$ cat src/rtl/bist_seq.sv
// Built-in self-test sequencer. Generates pseudo-random operand vectors from an
// 8-bit LFSR and drives them to an external datapath. It compares the datapath's
// A/B results against golden values computed locally, then reports the pass/fail
// status, the number of failing vectors and the index of the first failing vector.
module bist_seq #(
    parameter int         K1      = 3,
    parameter int         K2      = 5,
    parameter int         NUM_VEC = 16,
    parameter int         DUT_LAT = 1,
    parameter logic [7:0] SEED    = 8'hA5
) (
    input  logic        clk,
    input  logic        rst,
    input  logic        start,
    input  logic [15:0] dut_a,
    input  logic [15:0] dut_b,
    output logic [7:0]  x1,
    output logic [7:0]  x2,
    output logic [7:0]  v,
    output logic [7:0]  t,
    output logic [7:0]  c,
    output logic        busy,
    output logic        done,
    output logic        pass,
    output logic [7:0]  fail_count,
    output logic [7:0]  first_fail
);

    // An all-zero LFSR would lock up, so a zero seed is replaced by 8'h01.
    localparam logic [7:0] SEED_EFF = (SEED == 8'h00) ? 8'h01 : SEED;
    localparam logic [7:0] LAST_IDX = 8'(NUM_VEC - 1);
    localparam logic [3:0] LAT_INIT = 4'(DUT_LAT - 1);
    localparam logic [7:0] NO_FAIL  = 8'hFF;

    typedef enum logic [2:0] {
        IDLE,
        DRIVE,
        WAIT,
        CHECK,
        DONE
    } state_t;

    state_t      state_reg;
    logic [7:0]  lfsr_reg;
    logic [7:0]  vec_idx_reg;
    logic [3:0]  wait_cnt_reg;

    logic [7:0]  lfsr_next;
    logic [7:0]  load_l;
    logic [7:0]  load_idx;
    logic [7:0]  x1_next;
    logic [7:0]  x2_next;
    logic [7:0]  v_next;
    logic [7:0]  t_next;
    logic [7:0]  c_next;
    logic [15:0] gold_a;
    logic [15:0] gold_b;
    logic        mismatch;
    logic [7:0]  fail_count_next;

    // Fibonacci step for x^8+x^6+x^5+x^4+1: shift left, XOR of taps into bit 0.
    assign lfsr_next = {lfsr_reg[6:0], lfsr_reg[7] ^ lfsr_reg[5] ^ lfsr_reg[4] ^ lfsr_reg[3]};

    // Golden results. The operands are zero-extended to 16 bits. The largest
    // possible sums (2040 and 65280) fit in 16 bits, so nothing is lost.
    assign gold_a = 16'(x1) * 16'(K1) + 16'(x2) * 16'(K2);
    assign gold_b = 16'(v) * 16'(t) + 16'(c);

    // A vector that fails on A, on B or on both is counted once.
    assign mismatch = (dut_a != gold_a) || (dut_b != gold_b);

    // The fail counter saturates at 255 rather than wrapping.
    assign fail_count_next = (mismatch && (fail_count != 8'hFF)) ? fail_count + 8'd1 : fail_count;

    // Choose the LFSR value and index for the next vector to load. A new run
    // starts from the seed at index 0. Moving from CHECK to the next DRIVE uses
    // the advanced LFSR value and the incremented index.
    always_comb begin
        load_l   = SEED_EFF;
        load_idx = 8'd0;
        if (state_reg == CHECK) begin
            load_l   = lfsr_next;
            load_idx = vec_idx_reg + 8'd1;
        end
        x1_next = load_l;
        x2_next = ~load_l;
        v_next  = {load_l[3:0], load_l[7:4]};
        t_next  = load_l ^ 8'hA5;
        c_next  = load_l + load_idx;
    end

    // Sequencer FSM. All outputs are registered here. The operands are loaded on
    // the edge that enters DRIVE, so they stay valid from DRIVE through CHECK.
    always_ff @(posedge clk or posedge rst) begin
        if (rst) begin
            state_reg    <= IDLE;
            lfsr_reg     <= SEED_EFF;
            vec_idx_reg  <= 8'd0;
            wait_cnt_reg <= 4'd0;
            x1           <= 8'd0;
            x2           <= 8'd0;
            v            <= 8'd0;
            t            <= 8'd0;
            c            <= 8'd0;
            busy         <= 1'b0;
            done         <= 1'b0;
            pass         <= 1'b0;
            fail_count   <= 8'd0;
            first_fail   <= NO_FAIL;
        end else begin
            case (state_reg)
                IDLE, DONE: begin
                    if (start) begin
                        state_reg   <= DRIVE;
                        lfsr_reg    <= SEED_EFF;
                        vec_idx_reg <= 8'd0;
                        fail_count  <= 8'd0;
                        first_fail  <= NO_FAIL;
                        busy        <= 1'b1;
                        done        <= 1'b0;
                        pass        <= 1'b0;
                        x1          <= x1_next;
                        x2          <= x2_next;
                        v           <= v_next;
                        t           <= t_next;
                        c           <= c_next;
                    end
                end
                DRIVE: begin
                    state_reg    <= WAIT;
                    wait_cnt_reg <= LAT_INIT;
                end
                WAIT: begin
                    if (wait_cnt_reg == 4'd0) begin
                        state_reg <= CHECK;
                    end else begin
                        wait_cnt_reg <= wait_cnt_reg - 4'd1;
                    end
                end
                CHECK: begin
                    lfsr_reg   <= lfsr_next;
                    fail_count <= fail_count_next;
                    if (mismatch && (first_fail == NO_FAIL)) begin
                        first_fail <= vec_idx_reg;
                    end
                    if (vec_idx_reg < LAST_IDX) begin
                        state_reg   <= DRIVE;
                        vec_idx_reg <= vec_idx_reg + 8'd1;
                        x1          <= x1_next;
                        x2          <= x2_next;
                        v           <= v_next;
                        t           <= t_next;
                        c           <= c_next;
                    end else begin
                        state_reg <= DONE;
                        busy      <= 1'b0;
                        done      <= 1'b1;
                        pass      <= (fail_count_next == 8'd0);
                    end
                end
                default: begin
                    state_reg <= IDLE;
                    busy      <= 1'b0;
                    done      <= 1'b0;
                    pass      <= 1'b0;
                end
            endcase
        end
    end

endmodule

$ cat config.mk
export PLATFORM = sky130hd
export DESIGN_NAME = bist_seq
export DESIGN_NICKNAME = d
export VERILOG_FILES = /design/src/rtl/bist_seq.sv
export SDC_FILE = /design/constraint.sdc
export NUM_CORES = 1
export LEC_CHECK = 0
export BUFFER_PORTS_ARGS = -buffer_cell sky130_fd_sc_hd__buf_2
export CAP_MARGIN = 20
export CORE_MARGIN = 4
export CORE_UTILIZATION = 45
export DETAILED_ROUTE_END_ITERATION = 12
export GPL_ROUTABILITY_DRIVEN = 0
export PLACE_DENSITY = 0.61
export SLEW_MARGIN = 5
export SYNTH_ARGS = -nofsm -noshare
export SYNTH_HDL_FRONTEND = slang
export SYNTH_SLANG_ARGS = --single-unit
$ cat constraint.sdc
create_clock -name clk -period 15.7 [get_ports clk]
set_input_delay 3.925 -clock clk [delete_from_list [all_inputs] [get_ports clk]]
set_output_delay 3.925 -clock clk [all_outputs]
set_load 0.01 [all_outputs]
Word-level counts from Yosys, hierarchy flattened
Cells that the tools add are included.
Widths: inputs -> output; s select.
{"block": "word_totals", "register_bits": 82, "inputBits": 35, "output_inout_bits": 59, "elab_cells": 101}
{"block": "op_classes", "n_addsub": 6, "multipliers": 3, "magnitude_cmp": 1, "eq_ne": 14, "muxes": 41, "bitwise": 6, "n_reduce_logical": 16}
{"operator": "$mux 8", "count": 18}
{"operator": "$pmux 8 s2", "count": 9}
{"operator": "$add 16x8->16", "count": 1}
{"operator": "$add 8x1->8 const B", "count": 2}
{"operator": "$mul 8x8->16", "count": 1}
{"operator": "$ne 16x12->1", "count": 1}
{"operator": "$ne 16x16->1", "count": 1}
{"operator": "$add 10x11->12", "count": 1}
{"operator": "$pmux 3 s4", "count": 1}
{"operator": "$mul 8x3->11 const B", "count": 1}
{"operator": "$mul 8x2->10 const B", "count": 1}
{"operator": "$mux 3", "count": 3}
{"operator": "$pmux 1 s3", "count": 3}
{"operator": "$reduce_and 3->1", "count": 3}
{"operator": "$add 8x8->8", "count": 1}
{"operator": "$eq 8x8->1 const B", "count": 1}
{"operator": "$logic_not 8->1", "count": 1}
{"operator": "$lt 8x4->1 const B", "count": 1}
{"operator": "$ne 2x2->1 const B", "count": 4}
{"operator": "$ne 8x8->1 const B", "count": 1}
{"operator": "$not 8->8", "count": 1}
{"operator": "$pmux 4 s2", "count": 1}
{"operator": "$eq 3x2->1 const B", "count": 2}
{"operator": "$reduce_and 2->1", "count": 3}
{"operator": "other kinds (15)", "count": 25}

Longest topological paths before layout
Gate-level depths: netlist (run 1).
{"block": "depth", "ltp_word": 9, "mapped_depth": 23, "depth_no_buf": 20}

Worst setup path after synthesis (run 1)
OpenSTA, ideal clock, no wires.
{"block": "synth_timing", "path_type": "input to register", "from": "input port dut_a[13]", "to": "register pass", "setup_time_ps": 66, "arrival_ps": 6447, "required_time_ps": 15634, "path_slack_ps": 9188, "cell_stages": 10, "path_buffers": 1, "path_cell_list": "or4_4 -> a221oi_2 -> o2111ai_1 -> nor4_1 -> nand4_1 -> or4_1 -> buf_2 -> or3_1 -> a311oi_1 -> a31o_1"}
{"block": "synth_between", "elab_chain_cells": 7}
{"item": "start, declared", "line": "15", "text": "input logic [15:0] dut_a,"}
{"item": "$ne 16x12->1", "line": "70", "text": "assign mismatch = (dut_a != gold_a) || (dut_b != gold_b);"}
{"item": "$logic_or 1x1->1", "line": "70"}
{"item": "$logic_and 1x1->1", "line": "73", "text": "assign fail_count_next = (mismatch && (fail_count != 8'hFF)) ? fail_count + 8'd1 : fail_count;"}
{"item": "$mux 8", "line": "73"}
{"item": "$logic_not 8->1", "line": "158", "text": "pass <= (fail_count_next == 8'd0);"}
{"item": "$mux 1", "line": "146", "text": "if (vec_idx_reg < LAST_IDX) begin"}
{"item": "$pmux 1 s3", "line": "111", "text": "case (state_reg)"}
{"item": "end signal, assigned", "line": "158"}
{"item": "end, declared", "line": "24", "text": "output logic pass,"}
Every way passes these cells. The select of a mux whose other input is x is not followed.
A chain may end at the register's enable or synchronous reset.

Worst setup path in the final report (run 1)
{"block": "layout_timing", "from": "input port dut_a[13]", "to": "register first_fail[7]"}
{"block": "layout_between", "elab_chain_cells": 5}
{"item": "$ne 16x12->1", "line": "70"}
{"item": "$logic_or 1x1->1", "line": "70"}
{"item": "$logic_and 1x1->1", "line": "143", "text": "if (mismatch && (first_fail == NO_FAIL)) begin"}
{"item": "$ne 2x1->1 (no line)"}
{"item": "$reduce_and 3->1 (no line)"}
{"item": "end signal, assigned", "line": "144", "text": "first_fail <= vec_idx_reg;"}
{"item": "end, declared", "line": "26", "text": "output logic [7:0] first_fail"}
Every way passes these cells.

==> results.cfg, run 1 <==
[run_status]
outcome = complete, no violations

[clocking]
path_clk_slew_ns = 0.05
cts_hold_buf = 0
htree_levels = 3
cts_buffer_depth = 2
cts-buffers-inserted = 9
cts.sinks = 66
root_buffer = clkbuf_16
clk-insertion-delay-late_ns = 0.33
cts_tree = built
post_cts_resized = 0
post_cts_buffers = 0

[detailed_routing]
via_per_inst = 5.27
initialDrtViolationCount = 244
drtPass1Iterations = 4
vias = 5538
route.detailed.drc = 0
ant_nets = 0
drt-total-wl_mm = 17.3
routedWlPerCell_microns = 16.5

[synth]
synth_edf_count = 0
ys_types = 62
ys.flop_type = dfrtp_1
ys_warn_count = 0
synthMostInstantiatedCell = inv_1
netlist_top_cells_count = inv_1, ha_1, nand2_1, fa_1, dfrtp_1
async_flop_share = 1.00
ys_ff_latch = 66
syn_nets = 949
synth.top_cell.area_share = 0.194
syn_area_sq_um = 6970
ys_seq_area_frac = 0.239
yosys.area.top_type = dfrtp_1
avgSynthCellArea_sq_um = 8.85
synth_area_leaders = dfrtp_1, fa_1, ha_1, inv_1, dfstp_2
syn_inst = 788

[setup_path]
cp_cell_sequence = buf_2, or4_4, a221oi_2, o2111ai_1, nor4_1, nand4_1, or4_1, a21oi_2, mux2_2
worstSetupPathType = in2reg
path_delay_family = simple AND/OR/NAND/NOR gates
cp_max_fo = 18
crit_required_ns = 15.96
crit_buf_inv = 1
critical_path_arrival_ns = 7.18
critPathSlowestCell = or4_1
slowest_delay_ns = 0.90
start_kind = primary input
cp-end-kind = register

[global_route]
grt_usage = 0.203
antenna_found_initial = 0
grt_pass1_vias = 5653
grt_pass1_wl_mm = 29.0
grt-ovfl-total = 0
grt_max_degree = 67

[final_layout]
antenna_cells = 0
final_area_sq_um = 7790
drive_gt1_frac = 0.157
area_delta_synth_final_pct = 11.7
multiInputGateArea_sq_um = 4650
utilization = 0.512
fillers = 1494
layout.nets = 1018
layout.area.seq_sq_um = 1670

[floorplan]
initial_utilization = 0.459
die_x_microns = 132
core_area_sq_um = 15200
dieArea_sq_um = 17500
io_pins = 94
rows = 45
die_h_microns = 132

[timing]
finalHoldViolations = 0
fin_crit_sh = 0.441
clock-skew-final_ns = 0.00678
setup_viol = 0
clock.fmax_mhz = 144
worst_pin_slew_ns = 0.826
finalSetupTns_ns = 0
rsz0062_at_grt = no
slew_headroom = 0.448
finalMaxSlewViolations = 0
fin_crit_ns = 6.92

[place]
post_dp_cell_area_sq_um = 7480
post-dp-hpwl_mm = 13.9
port_buffers = 93

[worst_hold_path]
hp-class = reg2reg

[flow_run]
drv_cap = 0
## layout by cell type (no fill, tap or decap), types with 11 or more instances in the layout
cell type | netlist | routed
inv_1 | 119 | 118
buf_2 | 5 | 93
nand2_1 | 68 | 68
ha_1 | 68 | 68
fa_1 | 58 | 58
dfrtp_1 | 54 | 54
nor2_1 | 53 | 53
a21oi_1 | 36 | 36
xnor2_1 | 30 | 30
o21ai_0 | 30 | 30
and2_1 | 26 | 26
xor2_1 | 23 | 23
nor3_1 | 17 | 17
a21o_1 | 17 | 17
nand3_1 | 12 | 12
dfstp_2 | 12 | 12
and3_1 | 11 | 11
o21a_1 | 11 | 11
## cells by family after synthesis
family	Yosys count	synth area share
xor+xnor	53	0.0666
compound gates	136	0.128
fa+ha+maj	126	0.289
flops	66	0.239
mux	6	0.00933
buf+inv	157	0.0941
simple gates	244	0.174
## per-layer routing
metal  part of all wire  wire length (microns)  global-route usage
met2               0.50                   8630               0.356
met4              0.016                    285              0.0508
met5                  0                      0                   0
met3              0.045                    785              0.0388
met1               0.44                   7610               0.259
## worst register-to-register path, delay by kind of cell (launching register included)
family	cells	cell delay, ns
AOI/OAI and AO/OA	4	1.45
buffers and inverters	3	0.48
and+or+nand+nor	3	1.25
DFF	1	0.69
muxes	2	0.62
adders and majority gates	5	2.32
## cell type report
| cell class | instances | share of cell area |
|---|---|---|
| multi-input cells | 565 | 0.597 |
| inverters | 119 | 0.0574 |
| flip-flops and latches | 66 | 0.214 |
| repair buffers | 96 | 0.0636 |
| clock inverters | 3 | 0.00514 |
| clock buffers | 13 | 0.0321 |
| well taps | 188 | 0.0302 |
## metrics by stage
step | setup WS, ns | hold WS, ns | instances
global placement | 8.48 | 0.451 | 1033
CTS | 8.76 | 0.477 | 1049
floorplan | 9.19 | 0.438 | 788
finish | 8.78 | 0.473 | 1050
detailed placement | 8.42 | 0.463 | 1033
global route | 8.33 | 0.487 | 1050
## path summary, 6_finish.rpt
check | from | to | slack, ns | cells after the start
worst max register to register | x1[6]$_DFFE_PP0P_ | first_fail[7]$_DFFE_PP1P_ | 8.83 | 17
worst min register to register | first_fail[2]$_DFFE_PP1P_ | first_fail[2]$_DFFE_PP1P_ | 0.47 | 2
worst min-delay path | first_fail[2]$_DFFE_PP1P_ | first_fail[2]$_DFFE_PP1P_ | 0.47 | 2
max in group asynchronous | rst | fail_count[0]$_DFFE_PP0P_ | 11.34 | 3
worst max-delay path | dut_a[13] | first_fail[7]$_DFFE_PP1P_ | 8.78 | 9
min in group asynchronous | rst | vec_idx_reg[4]$_DFFE_PP0P_ | 3.84 | 3
Power of run 1 is left out: the tool's default activity adds up to more than one toggle a clock period on the data nets, which glitch-free logic cannot reach.
==> inputs of run 2 (changes only) <==
clock period = 6.9 ns   (was 15.7 ns; I/O delays follow)
==> run 2 against run 1 <==
  * Via count is 0.43% lower
  * Hold slack worse by 0.0024 ns
  * Setup slack got worse by 8.3 ns
  * Critical path depth up 9
  * Register-to-register slack got worse by 8.3 ns
  * Core utilization increased by 0.76 points
  * First-iteration DRC count shrank 6.1%
  * Clock-buffer cell count is 2 lower
  * Critical endpoint is now pass$_DFFE_PP0P_
==> results.cfg, run 2 (synthesized netlist as in run 1, its figures left out) <==
[setup_path]
crit_path_frequent_cell = fa_1
critPathSlowestCell = or4_1
cp_max_fo = 18
slowest_delay_ns = 0.77
cp_cell_sequence = inv_1, nor2_1, inv_1, fa_1, fa_1, fa_1, fa_1, inv_1, ha_1, a21oi_1, nand4_1, a311oi_1, mux2i_1, o311ai_1, or4_1, or3_1, a311oi_1, a31o_1
worstSetupPathType = reg2reg
cp-end-kind = register
critical_path_arrival_ns = 6.68
start_kind = register
crit_required_ns = 7.17

[detailed_routing]
route.detailed.drc = 0
routedWlPerCell_microns = 16.5
via_per_inst = 5.23
initialDrtViolationCount = 229
vias = 5514
ant_nets = 0
drt-total-wl_mm = 17.4
drtPass1Iterations = 4

[clocking]
cts_hold_buf = 0
cts_buffer_depth = 2
clk-insertion-delay-late_ns = 0.34
cts_tree = built
cts.sinks = 66
post_cts_resized = 0
post_cts_buffers = 0
htree_levels = 3
root_buffer = clkbuf_16
path_clk_slew_ns = 0.05
cts-buffers-inserted = 9

[timing]
worst_pin_slew_ns = 1.07
fin_crit_ns = 6.40
slew_headroom = 0.284
finalMaxSlewViolations = 0
finalSetupTns_ns = 0
rsz0062_at_grt = no
setup_viol = 0
fin_crit_sh = 0.928
clock.fmax_mhz = 156
clock-skew-final_ns = 0.00409
finalHoldViolations = 0

[place]
post_dp_cell_area_sq_um = 7520
post-dp-hpwl_mm = 14.0
port_buffers = 93
dp.cells = 1038

[final_layout]
fillers = 1491
final_area_sq_um = 7900
layout.area.seq_sq_um = 1670
antenna_cells = 0
multiInputGateArea_sq_um = 4650
area_delta_synth_final_pct = 13.4
final-instance-count-excl-fill = 1054
layout_common_cells = inv_1, buf_2, nand2_1, ha_1, fa_1
drive_gt1_frac = 0.162
utilization = 0.520
final_common_cell = inv_1
layout.nets = 1022

[floorplan]
io_pins = 94
die_x_microns = 132
die_h_microns = 132
dieArea_sq_um = 17500
rows = 45
core_area_sq_um = 15200
initial_utilization = 0.459

[worst_hold_path]
hp-class = reg2reg

[global_route]
grt_max_degree = 67
grt_pass1_wl_mm = 28.7
antenna_found_initial = 0
grt-ovfl-total = 0
grt_usage = 0.203
grt_pass1_vias = 5555

[flow_run]
drv_cap = 0

[run_status]
outcome = complete, no violations
[run 2: cell types whose count changed in the layout (fill, tap and decap cells not counted), sizes merged]
cell / change
buf: +4
bufinv: +4
clkbuf: -2
clkinv: -2
[run 2: metal layers]
metal	track usage	part of all wire	wire, microns	vias up
li1	-	-	-	2755
met1	0.264	0.45	7890	2614
met2	0.353	0.49	8540	122
met3	0.0186	0.032	556	23
met4	0.0774	0.024	425	0
met5	0	0	0	-
[run 2: path summary, 6_finish.rpt]
path                       cells past startpoint                 startpoint  slack [ns]                    endpoint
setup reg to reg                              18          x1[3]$_DFFE_PP0P_        0.50            pass$_DFFE_PP0P_
min in group asynchronous                      3                        rst        1.63  vec_idx_reg[6]$_DFFE_PP0P_
hold reg to reg                                2  first_fail[4]$_DFFE_PP1P_        0.47   first_fail[4]$_DFFE_PP1P_
max in group asynchronous                      3                        rst        4.74           x2[3]$_DFFE_PP0P_
hold / removal                                 2  first_fail[4]$_DFFE_PP1P_        0.47   first_fail[4]$_DFFE_PP1P_
setup / recovery                              18          x1[3]$_DFFE_PP0P_        0.50            pass$_DFFE_PP0P_
[run 2: worst max-delay path, delay by kind of cell, from the launching register on]
family / cells / cell delay [ns]
mux: 1 / 0.22
fa+ha+maj: 5 / 2.32
compound gates: 5 / 1.23
simple gates: 4 / 1.60
flops: 1 / 0.57
buf+inv: 3 / 0.40
[run 2: final cells by class]
type                            instances  share of cell area
Tap cell                              188              0.0298
Sequential cell                        66               0.211
Clock buffer                           11              0.0295
Multi-Input combinational cell        565               0.589
Inverter                              119              0.0565
Timing Repair Buffer                  100              0.0656
Clock inverter                          5              0.0190
[run 2: per-stage QoR]
stage	hold slack [ns]	setup slack (ns)
after detailed placement	0.459	0.487
after CTS	0.472	0.466
after global placement	0.457	0.638
final	0.471	0.495
after floorplan	0.438	1.15
after global routing	0.492	0.0115
Power of run 2 is left out for the same reason.
